===== src/rtl/simple_circuit_tester.sv =====
// simple_circuit_tester: walks all eight {C,B,A} vectors into the 3-input
// circuit under test, waits SETTLE_CYCLES per vector, samples the returned
// x/y, compares them against x = (A & B) | ~C and y = ~C, and reports
// pass/fail, a mismatch count and the first failing vector.
module simple_circuit_tester #(
    parameter int unsigned SETTLE_CYCLES = 2   // legal range 1..255
) (
    input  logic       clk,
    input  logic       rst,
    input  logic       start,
    input  logic       dut_x,
    input  logic       dut_y,
    output logic [2:0] abc_out,
    output logic       busy,
    output logic       done,
    output logic       pass,
    output logic [3:0] err_count,
    output logic [2:0] first_fail,
    output logic       first_fail_valid
);

    typedef enum logic [1:0] {
        ST_IDLE,
        ST_SETTLE,
        ST_SAMPLE,
        ST_DONE
    } state_t;

    // Last settle count before the vector is sampled.
    localparam logic [7:0] SETTLE_LAST = 8'(SETTLE_CYCLES - 1);
    localparam logic [2:0] VEC_LAST    = 3'd7;

    state_t     r_state;
    state_t     w_next_state;

    logic [2:0] r_vec;
    logic [7:0] r_settle_cnt;
    logic [2:0] r_abc_out;
    logic       r_busy;
    logic       r_done;
    logic       r_pass;
    logic [3:0] r_err_count;
    logic [2:0] r_first_fail;
    logic       r_first_fail_valid;

    logic       w_start_ok;
    logic       w_settle_end;
    logic       w_last_vec;
    logic       w_gx;
    logic       w_gy;
    logic       w_mismatch;
    logic       w_sampling;

    // Start is honoured only from the idle or finished states.
    assign w_start_ok   = start && ((r_state == ST_IDLE) || (r_state == ST_DONE));
    assign w_settle_end = (r_settle_cnt == SETTLE_LAST);
    assign w_last_vec   = (r_vec == VEC_LAST);
    assign w_sampling   = (r_state == ST_SAMPLE);

    // Golden response for the vector currently driven; bit0 = A, bit1 = B, bit2 = C.
    assign w_gx = (r_vec[0] & r_vec[1]) | ~r_vec[2];
    assign w_gy = ~r_vec[2];

    // A vector counts as one mismatch even if both x and y are wrong.
    assign w_mismatch = ({dut_y, dut_x} != {w_gy, w_gx});

    // State register.
    always_ff @(posedge clk) begin
        // NOTE: sequential state uses non-blocking assignments so every flop
        // samples the pre-edge values of the others, independent of block order.
        if (rst) begin
            r_state <= ST_IDLE;
        end else begin
            r_state <= w_next_state;
        end
    end

    // Next-state decode.
    always_comb begin
        // NOTE: the default is assigned first so no path leaves w_next_state
        // unassigned, which would otherwise infer a latch.
        w_next_state = r_state;
        unique case (r_state)
            ST_IDLE: begin
                if (start) begin
                    w_next_state = ST_SETTLE;
                end
            end
            ST_SETTLE: begin
                if (w_settle_end) begin
                    w_next_state = ST_SAMPLE;
                end
            end
            ST_SAMPLE: begin
                if (w_last_vec) begin
                    w_next_state = ST_DONE;
                end else begin
                    w_next_state = ST_SETTLE;
                end
            end
            ST_DONE: begin
                if (start) begin
                    w_next_state = ST_SETTLE;
                end
            end
            default: w_next_state = ST_IDLE;
        endcase
    end

    // Vector sequencing, settle timing and the registered drive vector.
    always_ff @(posedge clk) begin
        if (rst) begin
            r_vec        <= 3'd0;
            r_settle_cnt <= 8'd0;
            r_abc_out    <= 3'd0;
        end else if (w_start_ok) begin
            r_vec        <= 3'd0;
            r_settle_cnt <= 8'd0;
            r_abc_out    <= 3'd0;
        end else begin
            unique case (r_state)
                ST_SETTLE: begin
                    r_settle_cnt <= r_settle_cnt + 8'd1;
                end
                ST_SAMPLE: begin
                    r_settle_cnt <= 8'd0;
                    if (w_last_vec) begin
                        // Run is over: stop driving the circuit.
                        r_abc_out <= 3'd0;
                    end else begin
                        r_vec     <= r_vec + 3'd1;
                        r_abc_out <= r_vec + 3'd1;
                    end
                end
                default: begin
                    r_abc_out <= 3'd0;
                end
            endcase
        end
    end

    // Status flags follow the next state so busy/done line up with it.
    always_ff @(posedge clk) begin
        if (rst) begin
            r_busy <= 1'b0;
            r_done <= 1'b0;
        end else begin
            r_busy <= (w_next_state == ST_SETTLE) || (w_next_state == ST_SAMPLE);
            r_done <= (w_next_state == ST_DONE);
        end
    end

    // Compare results: error count, first failing vector and the final verdict.
    always_ff @(posedge clk) begin
        if (rst) begin
            r_err_count        <= 4'd0;
            r_first_fail       <= 3'd0;
            r_first_fail_valid <= 1'b0;
            r_pass             <= 1'b0;
        end else if (w_start_ok) begin
            r_err_count        <= 4'd0;
            r_first_fail       <= 3'd0;
            r_first_fail_valid <= 1'b0;
            r_pass             <= 1'b0;
        end else if (w_sampling) begin
            if (w_mismatch) begin
                r_err_count <= r_err_count + 4'd1;
                if (!r_first_fail_valid) begin
                    r_first_fail       <= r_vec;
                    r_first_fail_valid <= 1'b1;
                end
            end
            // The verdict must include the compare made on the last vector.
            if (w_last_vec) begin
                r_pass <= (r_err_count == 4'd0) && !w_mismatch;
            end
        end
    end

    assign abc_out          = r_abc_out;
    assign busy             = r_busy;
    assign done             = r_done;
    assign pass             = r_pass;
    assign err_count        = r_err_count;
    assign first_fail       = r_first_fail;
    assign first_fail_valid = r_first_fail_valid;

endmodule


===== config.mk =====
export PLATFORM = sky130hd
export DESIGN_NAME = simple_circuit_tester
export DESIGN_NICKNAME = d
export VERILOG_FILES = /design/src/rtl/simple_circuit_tester.sv
export SDC_FILE = /design/constraint.sdc
export NUM_CORES = 1
export LEC_CHECK = 0
export CORE_MARGIN = 1
export CORE_UTILIZATION = 57
export DETAILED_ROUTE_END_ITERATION = 8
export GPL_TIMING_DRIVEN = 0
export PLACE_DENSITY = 0.9
export SETUP_SLACK_MARGIN = 0.05
export SLEW_MARGIN = 15
export SYNTH_ARGS = -nofsm -noshare
export SYNTH_HDL_FRONTEND = slang
export SYNTH_SLANG_ARGS = --single-unit

===== constraint.sdc =====
create_clock -name clk -period 2.9 [get_ports clk]
set_input_delay 0.58 -clock clk [delete_from_list [all_inputs] [get_ports clk]]
set_output_delay 0.58 -clock clk [all_outputs]
set_load 0.02 [all_outputs]

==> results of run 1 <==
==> area by class of cell <==
| class | instances | share of cell area, % |
|---|---|---|
| inverter | 7 | 1.64 |
| tap | 28 | 2.19 |
| timing repair buffer | 18 | 11.2 |
| buffer | 4 | 1.64 |
| multi-input combinational | 107 | 47.9 |
| clock buffer | 4 | 1.64 |
| sequential | 27 | 33.7 |
==> power breakdown <==
part / internal, mW / leakage (nW) / switching (mW)
Clock: 0.0538 / 0.0150 / 0.108
Combinational: 0.190 / 0.344 / 0.238
Sequential: 0.410 / 0.218 / 0.0400
Total: 0.654 / 0.578 / 0.386
==> metal layers <==
layer	wire, um	up-vias	GRT usage, %
met4	36	0	9.26
li1	-	555	-
met1	1220	514	26.8
met5	0	-	0
met3	59	4	4.46
met2	1220	15	40.0
==> worst max path at each step <==
| stage | from | endpoint | slack, ns |
|---|---|---|---|
| after floorplan | r_state[0] | busy | 1.22 |
| after global placement | start | busy | 0.94 |
| after detailed placement | start | busy | 0.86 |
| after CTS | first_fail_valid | first_fail_valid | 0.92 |
| after global routing | err_count[1] | err_count[1] | 0.88 |
| final | first_fail_valid | first_fail_valid | 0.93 |
==> sequential cells by signal (all words and copies together), names as in the netlist <==
| register | cells |
|---|---|
| abc_out | 3 |
| busy | 1 |
| done | 1 |
| err_count | 4 |
| first_fail | 3 |
| first_fail_valid | 1 |
| pass | 1 |
| r_settle_cnt | 8 |
| r_state | 2 |
| r_vec | 3 |
==> cell usage in the layout, fill, tap and decap left out, drive strengths merged, types with 2 or more instances in the layout <==
cell type,Yosys,final
dfxtp,27,27
nand2,18,18
clkdlybuf4s50,0,18
a21oi,14,14
nor2,12,12
ha,11,11
inv,7,7
mux2i,6,6
o21ai,6,6
xor2,5,5
nor2b,4,4
buf,4,4
clkbuf,0,4
nand3b,3,3
nand4,3,3
or3,3,3
a211oi,3,3
a21o,2,2
a2111o,2,2
xnor2,2,2
nor4b,2,2
nand4b,2,2
==> per-stage QoR <==
step | util, % | worst slack (ns) | instance area [um2] | power, mW | hold WS (ns)
after floorplan | - | 1.22 | 1360 | 0.771 | 0.454
after global placement | 70.5 | 0.943 | 1580 | 0.858 | 0.443
final | 71.7 | 0.929 | 1600 | 1.04 | 0.471
after detailed placement | 70.5 | 0.861 | 1580 | 0.885 | 0.455
after global routing | 71.7 | 0.878 | 1600 | 1.11 | 0.494
after CTS | 71.7 | 0.917 | 1600 | 1.04 | 0.474
==> worst register-to-register path: cells and delay by family (launching register included) <==
family | cells | cell delay (ns)
adder cells (fa/ha/maj) | 2 | 0.64
AND/OR/NAND/NOR | 2 | 0.25
flip-flops | 1 | 0.41
buffers and inverters | 2 | 0.24
AO/OA/AOI/OAI | 2 | 0.22
==> cell families after synthesis <==
| logic type | count (synthesis) | synth area share (%) |
|---|---|---|
| DFF | 27 | 39.7 |
| adders and majority gates | 11 | 10.1 |
| AOI/OAI and AO/OA | 31 | 15.6 |
| xor gates and xnor gates | 7 | 5.61 |
| and+or+nand+nor | 52 | 20.6 |
| buffers and inverters | 11 | 3.86 |
| muxes | 6 | 4.42 |
==> impl_metrics.env, run 1 <==
export IMPL_async_reset_ff_share_pct=0
export IMPL_grt_max_degree=15
export IMPL_path_cells="clkdlybuf4s50_1"
export IMPL_place_congestion=0.849
export IMPL_netlist_area_um2=1360
export IMPL_end_kind="primary output"
export IMPL_clk_latency_ns=0.32
export IMPL_final_nets=184
export IMPL_worst_path_buf_inv=1
export IMPL_period_minus_slack_ns=1.97
export IMPL_h_tree_depth=1
export IMPL_synth_cells=145
export IMPL_ff_latch_area_um2=541
export IMPL_fillers=171
export IMPL_multi_input_area_um2=767
export IMPL_wl_per_cell_um=13.0
export IMPL_cts_sinks=27
export IMPL_cp_top_family="buffers and inverters"
export IMPL_irDropWorstVdd_mv=0.578
export IMPL_cp_start_kind="register"
export IMPL_synth_largest_area_cell="dfxtp_1"
export IMPL_holdBufCountCts=0
export IMPL_pwr_density_cell_nw_per_um2=649
export IMPL_io_buffer_count=18
export IMPL_area_delta_synth_final_pct=17.8
export IMPL_cts_buffers=3
export IMPL_dieWidth_um=50.8
export IMPL_grt_usage_pct=22.7
export IMPL_setup_tns_ns=0
export IMPL_drt_initial_drc_count=20
export IMPL_viasPerCell=5.58
export IMPL_dp_hpwl_mm=1.95
export IMPL_dp_cells=191
export IMPL_path_depth=1
export IMPL_hold_depth=2
export IMPL_arrival_ns=1.39
export IMPL_coreArea_um2=2230
export IMPL_max_freq_mhz=507
export IMPL_synth_warning_count=0
export IMPL_status="finished, final reports clean"
export IMPL_fin_skew_ns=0.00582
export IMPL_reg2reg_depth=8
export IMPL_synth_cell_types=36
export IMPL_hp_class="register to register"
export IMPL_synthTopCellsByArea="dfxtp_1 (40%), ha_1 (10%), nand2_1 (5.0%)"
export IMPL_grt_overflow=0
export IMPL_synth_seq_cells=27
export IMPL_yosysMostFrequentCell="dfxtp_1"
export IMPL_synth_top_cell_area_share_pct=39.7
export IMPL_finalNonFillerCells=195
export IMPL_clockRootBuffer="clkbuf_4"
export IMPL_clk_path_buf_depth=2
export IMPL_top_level_ports=19
export IMPL_drt_wl_total_mm=2.54
export IMPL_post_cts_resized=0
export IMPL_synth_edf_count=0
export IMPL_rsz0062_at_grt="false"
export IMPL_start_util_pct=60.9
export IMPL_die_h_um=50.8
export IMPL_regToRegSetupSlack_ns=1.05
export IMPL_rr_endpoint="busy"
export IMPL_slew_violations=0
export IMPL_power_leakage_nw=0.578
export IMPL_timing_critical_path_slowest_stage_cell="clkdlybuf4s50_1"
export IMPL_path_max_fanout=3
export IMPL_cts_tree="done"
export IMPL_antenna_found_initial=0
export IMPL_slowest_delay_ns=0.63
export IMPL_drtAntennaViolNets=0
export IMPL_path_clk_slew_ns=0.14
export IMPL_design_die_area_um2=2590
export IMPL_hold_viol_final=0
export IMPL_crit_type="register to primary output"
export IMPL_synthTopCellsByCount="dfxtp_1 (27), nand2_1 (18), a21oi_1 (12), nor2_1 (12), ha_1 (11)"
export IMPL_drt_pass1_iterations=4
export IMPL_worst_slew_pin_slew_ns=0.554
export IMPL_vias=1088
export IMPL_synth_seq_area_share_pct=39.7
export IMPL_antenna_cells=0
export IMPL_cts_setup_buffers=0
export IMPL_slew_headroom_pct=62.8
export IMPL_worstPathRequired_ns=2.32
export IMPL_setup_viol_count_final=0
export IMPL_hp_start="first_fail[1]"
export IMPL_drc=0
export IMPL_fin_crit_sh_pct=68.0
export IMPL_reg2reg_from="r_state[0]"
export IMPL_grt_pass1_vias=1019
export IMPL_grt_pass1_wl_mm=4.37
export IMPL_drive_gt1_share_pct=8.38
export IMPL_syn_num_nets=161
export IMPL_synth_ff_type="dfxtp_1"
export IMPL_avgSynthCellArea_um2=9.38
export IMPL_drv_cap=0
export IMPL_rows=17
export IMPL_min_to="first_fail[1]"
No activity file was read; power rests on OpenSTA's default activity.
==> run 2, diff against run 1 <==
--- a/config.mk
+++ b/config.mk
@@ -6,10 +6,10 @@
 export NUM_CORES = 1
 export LEC_CHECK = 0
 export CORE_MARGIN = 1
-export CORE_UTILIZATION = 57
+export CORE_UTILIZATION = 48
 export DETAILED_ROUTE_END_ITERATION = 8
 export GPL_TIMING_DRIVEN = 0
-export PLACE_DENSITY = 0.9
+export PLACE_DENSITY = 0.81
 export SETUP_SLACK_MARGIN = 0.05
 export SLEW_MARGIN = 15
 export SYNTH_ARGS = -nofsm -noshare
==> constraint.sdc (replaced) <==
create_clock -name clk -period 1.61 [get_ports clk]
set_input_delay 0.322 -clock clk [delete_from_list [all_inputs] [get_ports clk]]
set_output_delay 0.322 -clock clk [all_outputs]
set_load 0.02 [all_outputs]
==> impl_metrics.env, run 2 (same netlist as run 1, synthesis figures left out) <==
export IMPL_die_h_um=55.2
export IMPL_viasPerCell=5.55
export IMPL_path_cells="ha_4 > buf_6 > o22a_1 > nor2_2 > a21oi_1 > ha_1 > nor2b_1"
export IMPL_final_cell_mix="dfxtp_1 (21), nand2_1 (18), dlygate4sd2_1 (14), a21oi_1 (11), nor2_1 (11)"
export IMPL_worstPathRequired_ns=1.84
export IMPL_worst_slew_pin_slew_ns=0.417
export IMPL_grt_usage_pct=18.9
export IMPL_slew_violations=0
export IMPL_drt_initial_drc_count=37
export IMPL_top_level_ports=19
export IMPL_vias=1144
export IMPL_timing_critical_path_slowest_stage_cell="dfxtp_4"
export IMPL_multi_input_area_um2=816
export IMPL_drt_pass1_iterations=4
export IMPL_final_nets=193
export IMPL_drv_cap=0
export IMPL_pwr_density_cell_nw_per_um2=1210
export IMPL_fin_util_pct=67.0
export IMPL_grt_pass1_wl_mm=4.82
export IMPL_start_util_pct=53.0
export IMPL_min_to="first_fail[2]"
export IMPL_path_clk_slew_ns=0.17
export IMPL_irDropWorstVdd_mv=0.944
export IMPL_clockRootBuffer="clkbuf_4"
export IMPL_end_kind="register"
export IMPL_setup_tns_ns=0
export IMPL_antenna_found_initial=0
export IMPL_ff_latch_area_um2=551
export IMPL_io_buffer_count=18
export IMPL_antenna_cells=0
export IMPL_grt_pass1_vias=1084
export IMPL_fillers=213
export IMPL_cts_tree="done"
export IMPL_final_common_cell="dfxtp_1"
export IMPL_wl_per_cell_um=13.2
export IMPL_fin_crit_sh_pct=98.2
export IMPL_rsz0062_at_grt="true"
export IMPL_crit_type="register to register"
export IMPL_arrival_ns=1.82
export IMPL_rr_endpoint="busy"
export IMPL_reg2reg_depth=7
export IMPL_coreArea_um2=2570
export IMPL_drt_wl_total_mm=2.72
export IMPL_status="finished, final reports clean"
export IMPL_clk_latency_ns=0.34
export IMPL_area_delta_synth_final_pct=26.4
export IMPL_setup_viol_count_final=0
export IMPL_hold_depth=2
export IMPL_drive_gt1_share_pct=22.7
export IMPL_drc=0
export IMPL_regToRegSetupSlack_ns=0.03
export IMPL_dieWidth_um=55.2
export IMPL_path_max_fanout=6
export IMPL_fin_skew_ns=0.0163
export IMPL_design_die_area_um2=3050
export IMPL_cts_sinks=27
export IMPL_power_leakage_nw=0.685
export IMPL_regMostFlops="r_settle_cnt"
export IMPL_dp_cells=193
export IMPL_drtAntennaViolNets=0
export IMPL_clk_path_buf_depth=2
export IMPL_hp_class="register to register"
export IMPL_cp_start_kind="register"
export IMPL_slowest_delay_ns=0.39
export IMPL_slew_headroom_pct=72.2
export IMPL_rows=18
export IMPL_place_congestion=0.768
export IMPL_hp_start="first_fail[2]"
export IMPL_grt_max_degree=17
export IMPL_h_tree_depth=1
export IMPL_cts_buffers=3
export IMPL_period_minus_slack_ns=1.58
export IMPL_grt_overflow=0
export IMPL_dp_hpwl_mm=1.95
export IMPL_largest_register_ffs=8
export IMPL_finalNonFillerCells=206
export IMPL_reg2reg_from="r_state[1]"
export IMPL_max_freq_mhz=633
export IMPL_holdBufCountCts=0
export IMPL_hold_viol_final=0
==> run 2: changes by cell type in the layout (fill, tap and decap cells not counted), sizes merged <==
cell	previous run	this run
clkdlybuf4s50	18	4
dlygate4sd2	0	14
buf	4	13
clkbuf	4	3
clkinvlp	0	1
==> run 2: area by class of cell <==
class,count,area share [%]
plain buffers,4,1.67
clock buffers,3,1.31
clock inverters,1,0.437
inverters,7,1.53
multi-input cells,107,47.5
flip-flops and latches,27,32.0
well taps,30,2.18
repair buffers,27,13.4
==> run 2: worst max-delay path: cells and delay by family (launching register included) <==
kind                     cells  cell delay [ns]
flip-flops                   1             0.39
adder cells (fa/ha/maj)      2             0.51
AND/OR/NAND/NOR              2             0.23
AO/OA/AOI/OAI                2             0.21
buffers and inverters        1             0.13
==> run 2: report_power, final <==
group          internal [mW]  total, mW  switching (mW)
Clock                 0.0952      0.317           0.222
Combinational          0.464      0.950           0.485
Sequential             0.750      0.815          0.0654
==> run 2: worst max-delay path by stage <==
| stage | start | to | depth (start not counted) |
|---|---|---|---|
| 5_1_grt | r_state[1] | busy | 7 |
| 4_1_cts | r_state[1] | busy | 7 |
| 3_3_place_gp | start | busy | 6 |
| 2_1_floorplan | r_state[0] | busy | 8 |
| 3_5_place_dp | start | busy | 6 |
| 6_report | r_state[1] | busy | 7 |
==> run 2: timing repair <==
item,4_1_cts,5_1_grt
setup endpoints to repair,33,12
gates resized for setup,28,2
setup buffers,7,2
endpoints found under the hold margin,0,0
pin swaps,6,3
==> run 2: through the flow <==
stage                     hold WS, ns  instance area [um2]  power, mW  setup WS [ns]
final                           0.468                 1720       2.08         0.0290
after global routing            0.491                 1720       2.21        -0.0103
after CTS                       0.469                 1700       2.02       -0.00733
after detailed placement        0.452                 1590       1.61         -0.123
after global placement          0.442                 1590       1.58        -0.0962
after floorplan                 0.387                 1370       1.41         0.0559
==> run 2: routing by layer <==
layer | part of all wire, % | vias up | global-route usage [%]
met4 | 1.4 | 0 | 5.00
met3 | 5.3 | 8 | 2.81
met1 | 46 | 532 | 24.5
met2 | 47 | 37 | 32.7
li1 | - | 567 | -
met5 | 0 | - | 0
==> run 3, diff against run 2 <==
--- a/config.mk
+++ b/config.mk
@@ -5,10 +5,11 @@
 export SDC_FILE = /design/constraint.sdc
 export NUM_CORES = 1
 export LEC_CHECK = 0
+export CELL_PAD_IN_SITES_DETAIL_PLACEMENT = 1
+export CELL_PAD_IN_SITES_GLOBAL_PLACEMENT = 2
 export CORE_MARGIN = 1
-export CORE_UTILIZATION = 48
+export CORE_UTILIZATION = 30
 export DETAILED_ROUTE_END_ITERATION = 8
-export GPL_TIMING_DRIVEN = 0
 export PLACE_DENSITY = 0.81
 export SETUP_SLACK_MARGIN = 0.05
 export SLEW_MARGIN = 15
==> impl_metrics.env, run 3 (same netlist as run 1, synthesis figures left out) <==
export IMPL_end_kind="register"
export IMPL_grt_max_degree=15
export IMPL_hold_viol_final=0
export IMPL_slew_violations=0
export IMPL_antenna_found_initial=0
export IMPL_arrival_ns=1.79
export IMPL_clockRootBuffer="clkbuf_8"
export IMPL_power_frac_clock_pct=17.2
export IMPL_cp_start_kind="register"
export IMPL_slowest_delay_ns=0.36
export IMPL_coreArea_um2=4350
export IMPL_slew_headroom_pct=68.1
export IMPL_dp_cells=224
export IMPL_io_buffer_count=18
export IMPL_final_area_um2=1920
export IMPL_drv_cap=0
export IMPL_whs_ns=0.472
export IMPL_max_freq_mhz=628
export IMPL_place_congestion=0.829
export IMPL_timing_critical_path_slowest_stage_cell="dfxtp_2"
export IMPL_fin_crit_sh_pct=98.9
export IMPL_setup_viol_count_final=0
export IMPL_cts_sinks=27
export IMPL_hp_class="register to register"
export IMPL_rows=24
export IMPL_pwr_density_cell_nw_per_um2=1200
export IMPL_antenna_cells=0
export IMPL_min_to="abc_out[1]"
export IMPL_final_nets=199
export IMPL_wl_per_cell_um=16.2
export IMPL_cts_tree="done"
export IMPL_top_level_ports=19
export IMPL_fillers=498
export IMPL_path_max_fanout=6
export IMPL_hp_start="abc_out[1]"
export IMPL_dp_hpwl_mm=2.62
export IMPL_area_delta_synth_final_pct=41.2
export IMPL_cts_buffers=3
export IMPL_fin_skew_ns=0.00130
export IMPL_period_minus_slack_ns=1.59
export IMPL_cp_top_family="flip-flops"
export IMPL_rr_endpoint="first_fail[0]"
export IMPL_drive_gt1_share_pct=29.7
export IMPL_reg2reg_from="r_vec[0]"
export IMPL_finalNonFillerCells=234
export IMPL_seqPwrFrac_pct=35.4
export IMPL_path_cells="ha_4 > inv_2 > ha_4 > xor2_4 > a211oi_4 > mux2i_1"
export IMPL_clk_path_buf_depth=2
export IMPL_reg2reg_depth=6
export IMPL_grt_pass1_wl_mm=6.05
export IMPL_crit_type="register to register"
export IMPL_path_clk_slew_ns=0.09
export IMPL_fin_util_pct=44.1
export IMPL_power_frac_comb_pct=47.4
export IMPL_worstPathRequired_ns=1.81
export IMPL_start_util_pct=31.2
export IMPL_drc=0
export IMPL_path_common_cell="ha_4"
export IMPL_design_die_area_um2=4810
export IMPL_setup_tns_ns=0
export IMPL_regMostFlops="r_settle_cnt"
export IMPL_worst_path_buf_inv=1
export IMPL_die_h_um=69.3
export IMPL_power_internal_mw=1.46
export IMPL_drt_initial_drc_count=52
export IMPL_grt_pass1_vias=1223
export IMPL_worst_slew_pin_slew_ns=0.478
export IMPL_sw_frac_of_total_pct=36.5
export IMPL_rsz0062_at_grt="true"
export IMPL_drt_pass1_iterations=4
export IMPL_clk_latency_ns=0.28
export IMPL_power_switching_mw=0.841
export IMPL_viasPerCell=5.01
export IMPL_irDropWorstVdd_mv=0.687
export IMPL_grt_usage_pct=15.9
export IMPL_drtAntennaViolNets=0
export IMPL_largest_register_ffs=8
export IMPL_power_leakage_nw=0.831
export IMPL_regToRegSetupSlack_ns=0.02
export IMPL_dieWidth_um=69.3
export IMPL_drt_wl_total_mm=3.78
export IMPL_holdBufCountCts=0
export IMPL_vias=1173
export IMPL_status="finished, final reports clean"
export IMPL_final_cell_mix="dfxtp_1 (20), nand2_1 (18), buf_4 (17), nor2_1 (11), a21oi_1 (10)"
export IMPL_final_common_cell="dfxtp_1"
export IMPL_place_area_um2=1690
export IMPL_grt_overflow=0
export IMPL_h_tree_depth=1
export IMPL_hold_depth=2
run 3: cell count changes in the layout (fill, tap and decap cells not counted), moves of 3 or more:
cell,before,now
buf_4,10,17
clkbuf_4,3,0
clkbuf_8,0,3
dlygate4sd2_1,14,8
dlymetal6s2s_1,0,6
ha_4,1,4
run 3: worst max path at each step:
stage,from,endpoint,cells past startpoint
finish,r_vec[0],first_fail[0],6
global route,r_vec[0],first_fail[0],6
CTS,r_vec[1],first_fail[2],6
detailed placement,dut_y,first_fail[2],4
global placement,start,busy,5
floorplan,r_state[0],busy,8
run 3: area by class of cell:
class                   count  area (um2)  share of cell area (%)
multi-input cells         107         901                    46.9
flip-flops and latches     27         554                    28.9
repair buffers             37         329                    17.1
well taps                  52        65.1                    3.39
clock buffers               4        45.0                    2.35
inverters                   7        26.3                    1.37
run 3: worst min-delay path, cell delays in order (launching register included):
cell     delay, ns
dfxtp_1       0.32
nand2_1       0.06
a21oi_1       0.06
run 3: power groups by stage:
stage	Sequential, mW	Combinational [mW]	Clock [mW]
after global placement	0.808	0.826	0
after CTS	0.806	0.970	0.410
final	0.816	1.09	0.396
after detailed placement	0.813	0.871	0
after floorplan	0.851	0.561	0
after global routing	0.827	1.21	0.432
run 3: through the flow:
step,setup WS (ns),total power [mW]
2_1_floorplan,0.0559,1.41
3_3_place_gp,-0.0330,1.63
3_5_place_dp,-0.0973,1.68
4_1_cts,-0.00548,2.19
5_1_grt,-0.0360,2.47
6_report,0.0175,2.30
run 3: routing by layer:
metal / global-route usage [%] / vias to the layer above / share of wire (%)
li1: - / 577 / -
met1: 20.3 / 572 / 44
met2: 27.3 / 19 / 52
met3: 2.18 / 5 / 2.1
met4: 5.44 / 0 / 1.5
met5: 0 / - / 0
run 3: what timing repair did:
action                     in CTS  in global routing
setup endpoints to repair      22                 27
setup buffers                   3                  3
resized for setup              26                 22
pin swaps                       2                  9
